==> src/rtl/sram_port_arbiter.sv <==
// Round-robin arbiter sharing one single-port SRAM between a write engine and a read engine.
// Each grant covers a whole multi-beat transaction; read data returns one cycle after its beat.
module sram_port_arbiter #(
   parameter int unsigned SRAM_ADDR_WIDTH = 8,
   parameter int unsigned SRAM_DATA_WIDTH = 8,
   parameter int unsigned MAX_BEATS       = 8,
   parameter int unsigned LEN_WIDTH       = $clog2(MAX_BEATS + 1)
) (
   input  logic                       clk,
   input  logic                       reset,
   // write engine
   input  logic                       wr_req_i,
   input  logic [LEN_WIDTH-1:0]       wr_len_i,
   output logic                       wr_gnt_o,
   input  logic                       wr_beat_valid_i,
   input  logic [SRAM_ADDR_WIDTH-1:0] wr_addr_i,
   input  logic [SRAM_DATA_WIDTH-1:0] wr_data_i,
   output logic                       wr_beat_ready_o,
   output logic                       wr_done_o,
   // read engine
   input  logic                       rd_req_i,
   input  logic [LEN_WIDTH-1:0]       rd_len_i,
   output logic                       rd_gnt_o,
   input  logic                       rd_beat_valid_i,
   input  logic [SRAM_ADDR_WIDTH-1:0] rd_addr_i,
   output logic                       rd_beat_ready_o,
   output logic [SRAM_DATA_WIDTH-1:0] rd_data_o,
   output logic                       rd_data_valid_o,
   output logic                       rd_done_o,
   // SRAM pins
   output logic                       sram_chip_en_o,
   output logic                       sram_wr_en_o,
   output logic                       sram_rd_en_o,
   output logic [SRAM_ADDR_WIDTH-1:0] sram_addr_o,
   output logic [SRAM_DATA_WIDTH-1:0] sram_wr_data_o,
   input  logic [SRAM_DATA_WIDTH-1:0] sram_rd_data_i
);

   localparam logic [LEN_WIDTH-1:0] MaxLen = LEN_WIDTH'(MAX_BEATS);
   localparam logic [LEN_WIDTH-1:0] OneLen = LEN_WIDTH'(1);

   typedef enum logic [1:0] {StIdle, StWrBurst, StRdBurst, StRdDrain} state_e;

   state_e               state_q;
   logic [LEN_WIDTH-1:0] cnt_q;
   logic                 prio_rd_q;   // 1: read wins the next tie
   logic                 wr_done_q;
   logic                 rd_done_q;
   logic                 rd_valid_q;

   logic wr_accept;
   logic rd_accept;
   logic last_beat;

   function automatic logic [LEN_WIDTH-1:0] clamp_len(input logic [LEN_WIDTH-1:0] len);
      if (len == '0) begin
         return OneLen;
      end else if (len > MaxLen) begin
         return MaxLen;
      end else begin
         return len;
      end
   endfunction

   assign wr_gnt_o        = (state_q == StWrBurst);
   assign rd_gnt_o        = (state_q == StRdBurst) || (state_q == StRdDrain);
   assign wr_beat_ready_o = (state_q == StWrBurst);
   assign rd_beat_ready_o = (state_q == StRdBurst);

   assign wr_accept = wr_beat_ready_o && wr_beat_valid_i;
   assign rd_accept = rd_beat_ready_o && rd_beat_valid_i;
   assign last_beat = (cnt_q <= OneLen);

   assign wr_done_o       = wr_done_q;
   assign rd_done_o       = rd_done_q;
   assign rd_data_valid_o = rd_valid_q;
   assign rd_data_o       = rd_valid_q ? sram_rd_data_i : '0;

   // SRAM pins are driven only in the cycle a beat is accepted, otherwise held at zero.
   always_comb begin
      sram_chip_en_o = 1'b0;
      sram_wr_en_o   = 1'b0;
      sram_rd_en_o   = 1'b0;
      sram_addr_o    = '0;
      sram_wr_data_o = '0;
      if (wr_accept) begin
         sram_chip_en_o = 1'b1;
         sram_wr_en_o   = 1'b1;
         sram_addr_o    = wr_addr_i;
         sram_wr_data_o = wr_data_i;
      end else if (rd_accept) begin
         sram_chip_en_o = 1'b1;
         sram_rd_en_o   = 1'b1;
         sram_addr_o    = rd_addr_i;
      end
   end

   always_ff @(posedge clk or negedge reset) begin
      if (!reset) begin
         state_q    <= StIdle;
         cnt_q      <= '0;
         prio_rd_q  <= 1'b0;
         wr_done_q  <= 1'b0;
         rd_done_q  <= 1'b0;
         rd_valid_q <= 1'b0;
      end else begin
         wr_done_q  <= 1'b0;
         rd_done_q  <= 1'b0;
         rd_valid_q <= rd_accept;

         if ((wr_accept || rd_accept) && (cnt_q != '0)) begin
            cnt_q <= cnt_q - OneLen;
         end

         unique case (state_q)
            StIdle: begin
               if (wr_req_i && (!rd_req_i || !prio_rd_q)) begin
                  state_q   <= StWrBurst;
                  cnt_q     <= clamp_len(wr_len_i);
                  prio_rd_q <= 1'b1;
               end else if (rd_req_i) begin
                  state_q   <= StRdBurst;
                  cnt_q     <= clamp_len(rd_len_i);
                  prio_rd_q <= 1'b0;
               end
            end
            StWrBurst: begin
               if (wr_accept && last_beat) begin
                  state_q   <= StIdle;
                  wr_done_q <= 1'b1;
               end
            end
            StRdBurst: begin
               // Done is raised with the last beat so it lines up with the last returned data.
               if (rd_accept && last_beat) begin
                  state_q   <= StRdDrain;
                  rd_done_q <= 1'b1;
               end
            end
            StRdDrain: begin
               state_q <= StIdle;
            end
            default: begin
               state_q <= StIdle;
            end
         endcase
      end
   end

endmodule

==> config.mk <==
export PLATFORM = sky130hd
export DESIGN_NAME = sram_port_arbiter
export DESIGN_NICKNAME = d
export VERILOG_FILES = /design/src/rtl/sram_port_arbiter.sv
export SDC_FILE = /design/constraint.sdc
export NUM_CORES = 1
export LEC_CHECK = 0
export BUFFER_PORTS_ARGS = -buffer_cell sky130_fd_sc_hd__buf_2
export CORE_MARGIN = 3
export CORE_UTILIZATION = 39
export CTS_CLUSTER_DIAMETER = 50
export DETAILED_ROUTE_END_ITERATION = 8
export PLACE_DENSITY = 0.93
export SYNTH_ARGS = -nofsm -noshare
export SYNTH_HDL_FRONTEND = slang
export SYNTH_SLANG_ARGS = --single-unit
==> constraint.sdc <==
create_clock -name clk -period 2.5 [get_ports clk]
set_input_delay 0.25 -clock clk [delete_from_list [all_inputs] [get_ports clk]]
set_output_delay 0.25 -clock clk [all_outputs]
set_load 0.05 [all_outputs]
# After elaboration in Yosys (flattened, before gate mapping)
# Cells that the tools add are included.
[word_totals]
reg_bits = 10
latch_bits = 0
ramBits = 0
romBits = 0
in_bits = 46
out_inout_bits = 34
elab_cells = 61
memories = 0
[op_classes]
n_addsub = 1
n_mul = 0
n_div = 0
magnitude_cmp = 3
eq_ne = 6
shifts = 0
n_mux = 27
bitwise = 0
reduce_logical = 18
[op_table]
columns = ["operator", "n"]
rows = [
  ["$mux 4", 8],
  ["$mux 8", 4],
  ["$mux 1", 10],
  ["$gt 4x4->1 const B", 2],
  ["$logic_not 4->1", 2],
  ["$mux 2", 4],
  ["$pmux 2 s4", 1],
  ["$logic_and 1x1->1", 6],
  ["$eq 2x2->1 const B", 2],
  ["$le 4x1->1 const B", 1],
  ["$ne 2x1->1 const B", 2],
  ["$reduce_bool 4->1", 1],
  ["$sub 4x1->4 const B", 1],
  ["$logic_or 1x1->1", 3],
  ["$ne 3x3->1 const B", 1],
  ["$reduce_and 3->1", 1],
  ["$eq 2x1->1 const B", 1],
  ["$logic_not 1->1", 2],
  ["$logic_not 2->1", 1],
  ["$reduce_and 2->1", 1],
  ["$reduce_bool 2->1", 1],
]

# Longest topological paths before layout
[logic_depth]
word_depth = 8
depth_mapped = 7
mapped_depth_nobuf = 6

# Worst setup path after synthesis
# No wires, ideal clock.
[synth_timing]
kind = "reg2out"
from = "reg state_q[0]"
to = "out sram_wr_data_o[0]"
arrival_time_ps = 1645
t_required_ps = 2250
setup_slack_ps = 605
stages_incl_launch_ff = 5
n_path_buf = 2
path_cell_list = "dfrtp_1 and3b_2 buf_4 buf_2 and2_1"
[synth_between]
elab_chain_cells = 3
[synth_rtl]
columns = ["item", "line", "text"]
rows = [
  ["start: declaration", "44", "state_e state_q;"],
  ["start signal: assignment", "100", "state_q <= StIdle;"],
  ["start signal: assignment", "118", "state_q <= StWrBurst;"],
  ["start signal: assignment", "122", "state_q <= StRdBurst;"],
  ["$eq 2x1->1", "67", "assign wr_beat_ready_o = (state_q == StWrBurst);"],
  ["$logic_and 1x1->1", "70", "assign wr_accept = wr_beat_ready_o && wr_beat_valid_i;"],
  ["$mux 8", "86", "if (wr_accept) begin"],
  ["end: declaration", "35", "output logic [SRAM_DATA_WIDTH-1:0] sram_wr_data_o,"],
]
# No other way between the ends.

# Worst setup path in the final report
[layout_timing]
from = "reg state_q[0]"
to = "out sram_addr_o[7]"
[layout_between]
elab_chain_cells = 4
word_cells_on_any_way = 6
cone_classes = "2 x eq/ne; 2 x mux; 2 x reduce/logical"
[layout_rtl]
columns = ["item", "line", "text"]
rows = [
  ["$eq 2x2->1", "68", "assign rd_beat_ready_o = (state_q == StRdBurst);"],
  ["$logic_and 1x1->1", "71", "assign rd_accept = rd_beat_ready_o && rd_beat_valid_i;"],
  ["$mux 8", "91", "end else if (rd_accept) begin"],
  ["$mux 8 (*)", "86", ""],
  ["end: declaration", "34", "output logic [SRAM_ADDR_WIDTH-1:0] sram_addr_o,"],
]
# Every way passes the cells marked *; elsewhere a longest branch is shown, timed or not.

==> results.py <==
metrics = {
    "clocking": {
        "root_buffer": "clkbuf_4",
        "clk_path_buf_depth": 2,
        "clkTransAtPathRegs_ns": 0.07,
        "cts_setup_buffers": 0,
        "clk_latency_ns": 0.27,
        "cts_tree": "yes",
        "cts.sinks": 10,
        "cts_buffers": 3,
        "htree_levels": 1,
    },
    "detailed_routing": {
        "drc": 0,
        "wire_per_inst_um": 13.43,
        "ant_nets": 0,
        "wl_um": 2672,
        "drt_iter0_drc": 26,
        "routed_via_density": 5.010,
        "vias": 997,
        "drt-pass1-iter-count": 4,
    },
    "place": {
        "placed_area_mm2": 0.001225,
        "port_buffers": 79,
        "gp_congestion": 0.8296,
        "dp_cells": 194,
        "hpwl_um": 2100,
    },
    "global_routing": {
        "antenna_found_initial": 0,
        "track_usage": 0.1866,
        "grt_pass1_vias": 898,
        "grt_pass1_wl_um": 3857,
        "grt_remaining_overflow": 0,
        "grt_start_max_net_pins": 22,
    },
    "hold_path": {
        "worstHoldPathCells": 3,
        "hold_class": "primary input to flip-flop",
        "hold_end": "cnt_q[1]",
        "min_from": "rd_len_i[1]",
    },
    "cells_and_area": {
        "n_antenna_cell": 0,
        "final_cell_mix": "79 x buf_2, 16 x and2_1, 10 x dfrtp_1, 8 x a22o_1, 7 x nor2_1",
        "finalInstanceArea_mm2": 0.001271,
        "drive_gt1_frac": 0.5349,
        "final_common_cell": "buf_2",
        "layout.nets": 221,
        "finalNonFillerCells": 199,
        "syn2layout_area_growth_pct": 52.10,
    },
    "logic_synthesis": {
        "syn_area_per_cell_um2": 8.987,
        "synth.net_count": 141,
        "synth_cell_types": 41,
        "yosysWarnings": 0,
        "synth.yosys.seq_area_share": 0.2994,
        "syn-instance-count": 93,
        "synth_seq_cells": 10,
        "syn_area_um2": 835.8,
    },
    "timing": {
        "setup_viol": 0,
        "period_share": 0.7783,
        "worst_pin_slew_ns": 0.5215,
        "fmax_mhz": 513.9,
        "relSlewSlack": 0.6491,
        "fin_crit_ns": 1.946,
        "rsz0062_at_grt": "no",
        "fin_skew_ns": 0.002342,
        "fin_tns_setup_ns": 0,
        "finalMaxSlewViolations": 0,
        "hold_viol": 0,
    },
    "floorplan": {
        "row_count": 16,
        "start_util": 0.4175,
        "die_w_um": 52.30,
        "die_area_mm2": 0.002735,
        "core_mm2": 0.002002,
        "die_y_um": 52.30,
        "num_io_pins": 80,
    },
    "power": {
        "total_power_mw": 1.510,
        "peakVddDrop_mv": 0.5775,
        "leakage_nw": 0.7437,
        "powerDensity_mw_per_mm2": 1188,
    },
    "worst_setup_path": {
        "crit_type": "flip-flop to primary output",
        "start_kind": "flip-flop",
        "cp_slowest_stage_delay_ns": 0.50,
        "timing.rr.start": "state_q[0]",
        "path_max_fanout": 21,
        "critPathRequiredTime_ns": 2.25,
        "r2r_cells": 4,
        "cp.arrival_ns": 1.70,
        "crit_slowest_cell": "dfrtp_1",
        "path_cells": "and3b_2 > a22o_1 > buf_2",
        "timing.rr.end": "cnt_q[1]",
        "r2r_slack_ns": 0.82,
        "startpoint": "state_q[0]",
        "end_kind": "primary output",
    },
    "outcome": {
        "run_status": "finished, final reports clean",
    },
    "job": {
        "max-cap-violations": 0,
    },
}
[cell usage after synthesis, drive strengths merged]
cell / n / share of area
dfrtp: 10 / 0.30
and2: 16 / 0.12
nor2b: 1 / 0.016
mux2i: 1 / 0.012
a31oi: 1 / 0.0075
ha: 2 / 0.030
a2bb2oi: 1 / 0.018
nand2: 6 / 0.036
buf: 4 / 0.037
dlygate4sd1: 1 / 0.010
or3b: 1 / 0.010
a32oi: 1 / 0.010
inv: 4 / 0.021
o21ai: 5 / 0.034
and3b: 1 / 0.012
nor2: 7 / 0.031
and2b: 1 / 0.010
nor3: 1 / 0.0060
o22ai: 3 / 0.022
or2: 1 / 0.010
a22o: 8 / 0.084
mux2: 1 / 0.013
o21a: 1 / 0.0090
a22oi: 2 / 0.018
and4b: 1 / 0.012
xnor2: 1 / 0.010
a21bo: 1 / 0.012
or3: 1 / 0.0075
nor4: 1 / 0.0075
nand2b: 1 / 0.0075
a21oi: 2 / 0.012
o211a: 1 / 0.012
o211ai: 2 / 0.018
a32o: 1 / 0.012
a21boi: 1 / 0.0090
[kinds of logic (layout without fill, tap and decap cells)]
logic type                 after synthesis  after routing  share of synthesized area
AOI/OAI and AO/OA                       30             30                     0.2784
buffers and inverters                    9             88                    0.06886
adders and majority gates                2              2                    0.02994
and+or+nand+nor                         39             39                     0.2874
xor gates and xnor gates                 1              1                    0.01048
muxes                                    2              2                    0.02545
DFF                                     10             10                     0.2994
[final cells by class]
cell class                      instances  area, um^2
Multi-Input combinational cell         74       528.0
Inverter                                4       17.52
Tap cell                               27       33.78
Timing Repair Buffer                   80       405.4
Sequential cell                        10       250.2
Fill cell                             160       730.7
Clock buffer                            4       36.28
[where the power goes]
group          total, mW  switching (mW)  internal, mW
clock network      0.149          0.0600        0.0885
logic               1.05           0.730         0.322
registers          0.310          0.0826         0.228
[worst max path at each step]
| stage | to | slack (ns) | cells after the start |
|---|---|---|---|
| floorplan | sram_wr_data_o[0] | 0.61 | 4 |
| global placement | cnt_q[1] | 0.92 | 4 |
| detailed placement | cnt_q[1] | 0.83 | 4 |
| CTS | sram_addr_o[4] | 0.55 | 3 |
| global route | sram_addr_o[7] | 0.46 | 3 |
| finish | sram_addr_o[7] | 0.55 | 3 |
[repair_timing]
action | CTS | global route
hold buffers | 1 | 0
setup endpoints to repair | 0 | 0
gates resized for setup | 0 | 0
hold endpoints to repair | 10 | 0
[flip-flops by register name, indices dropped and copies added, names as in the netlist]
| register | cells |
|---|---|
| cnt_q | 4 |
| state_q | 2 |
| prio_rd_q | 1 |
| rd_data_valid_o | 1 |
| rd_done_o | 1 |
| wr_done_o | 1 |
[worst max-delay path: cells and delay by family, from the launching register on]
family | cells | cell delay [ns]
DFF | 1 | 0.50
and+or+nand+nor | 1 | 0.46
buffers and inverters | 1 | 0.27
AOI/OAI and AO/OA | 1 | 0.20
[through the flow]
step / util / hold WS [ns] / setup WS (ns)
3_5_place_dp: 0.6119 / 0.1219 / 0.8309
2_1_floorplan: - / -0.04559 / 0.6054
6_report: 0.6350 / 0.2330 / 0.5543
3_3_place_gp: 0.6119 / 0.1192 / 0.9189
5_1_grt: 0.6350 / 0.2563 / 0.4627
4_1_cts: 0.6350 / 0.2332 / 0.5530
[routing by layer]
layer	GRT usage	share of wire	vias up
met4	0.1149	0.017	0
met1	0.2014	0.37	433
met3	0.01709	0.11	4
li1	-	-	494
met5	0	0	-
met2	0.3430	0.51	66
(Power assumes the default switching activity.)
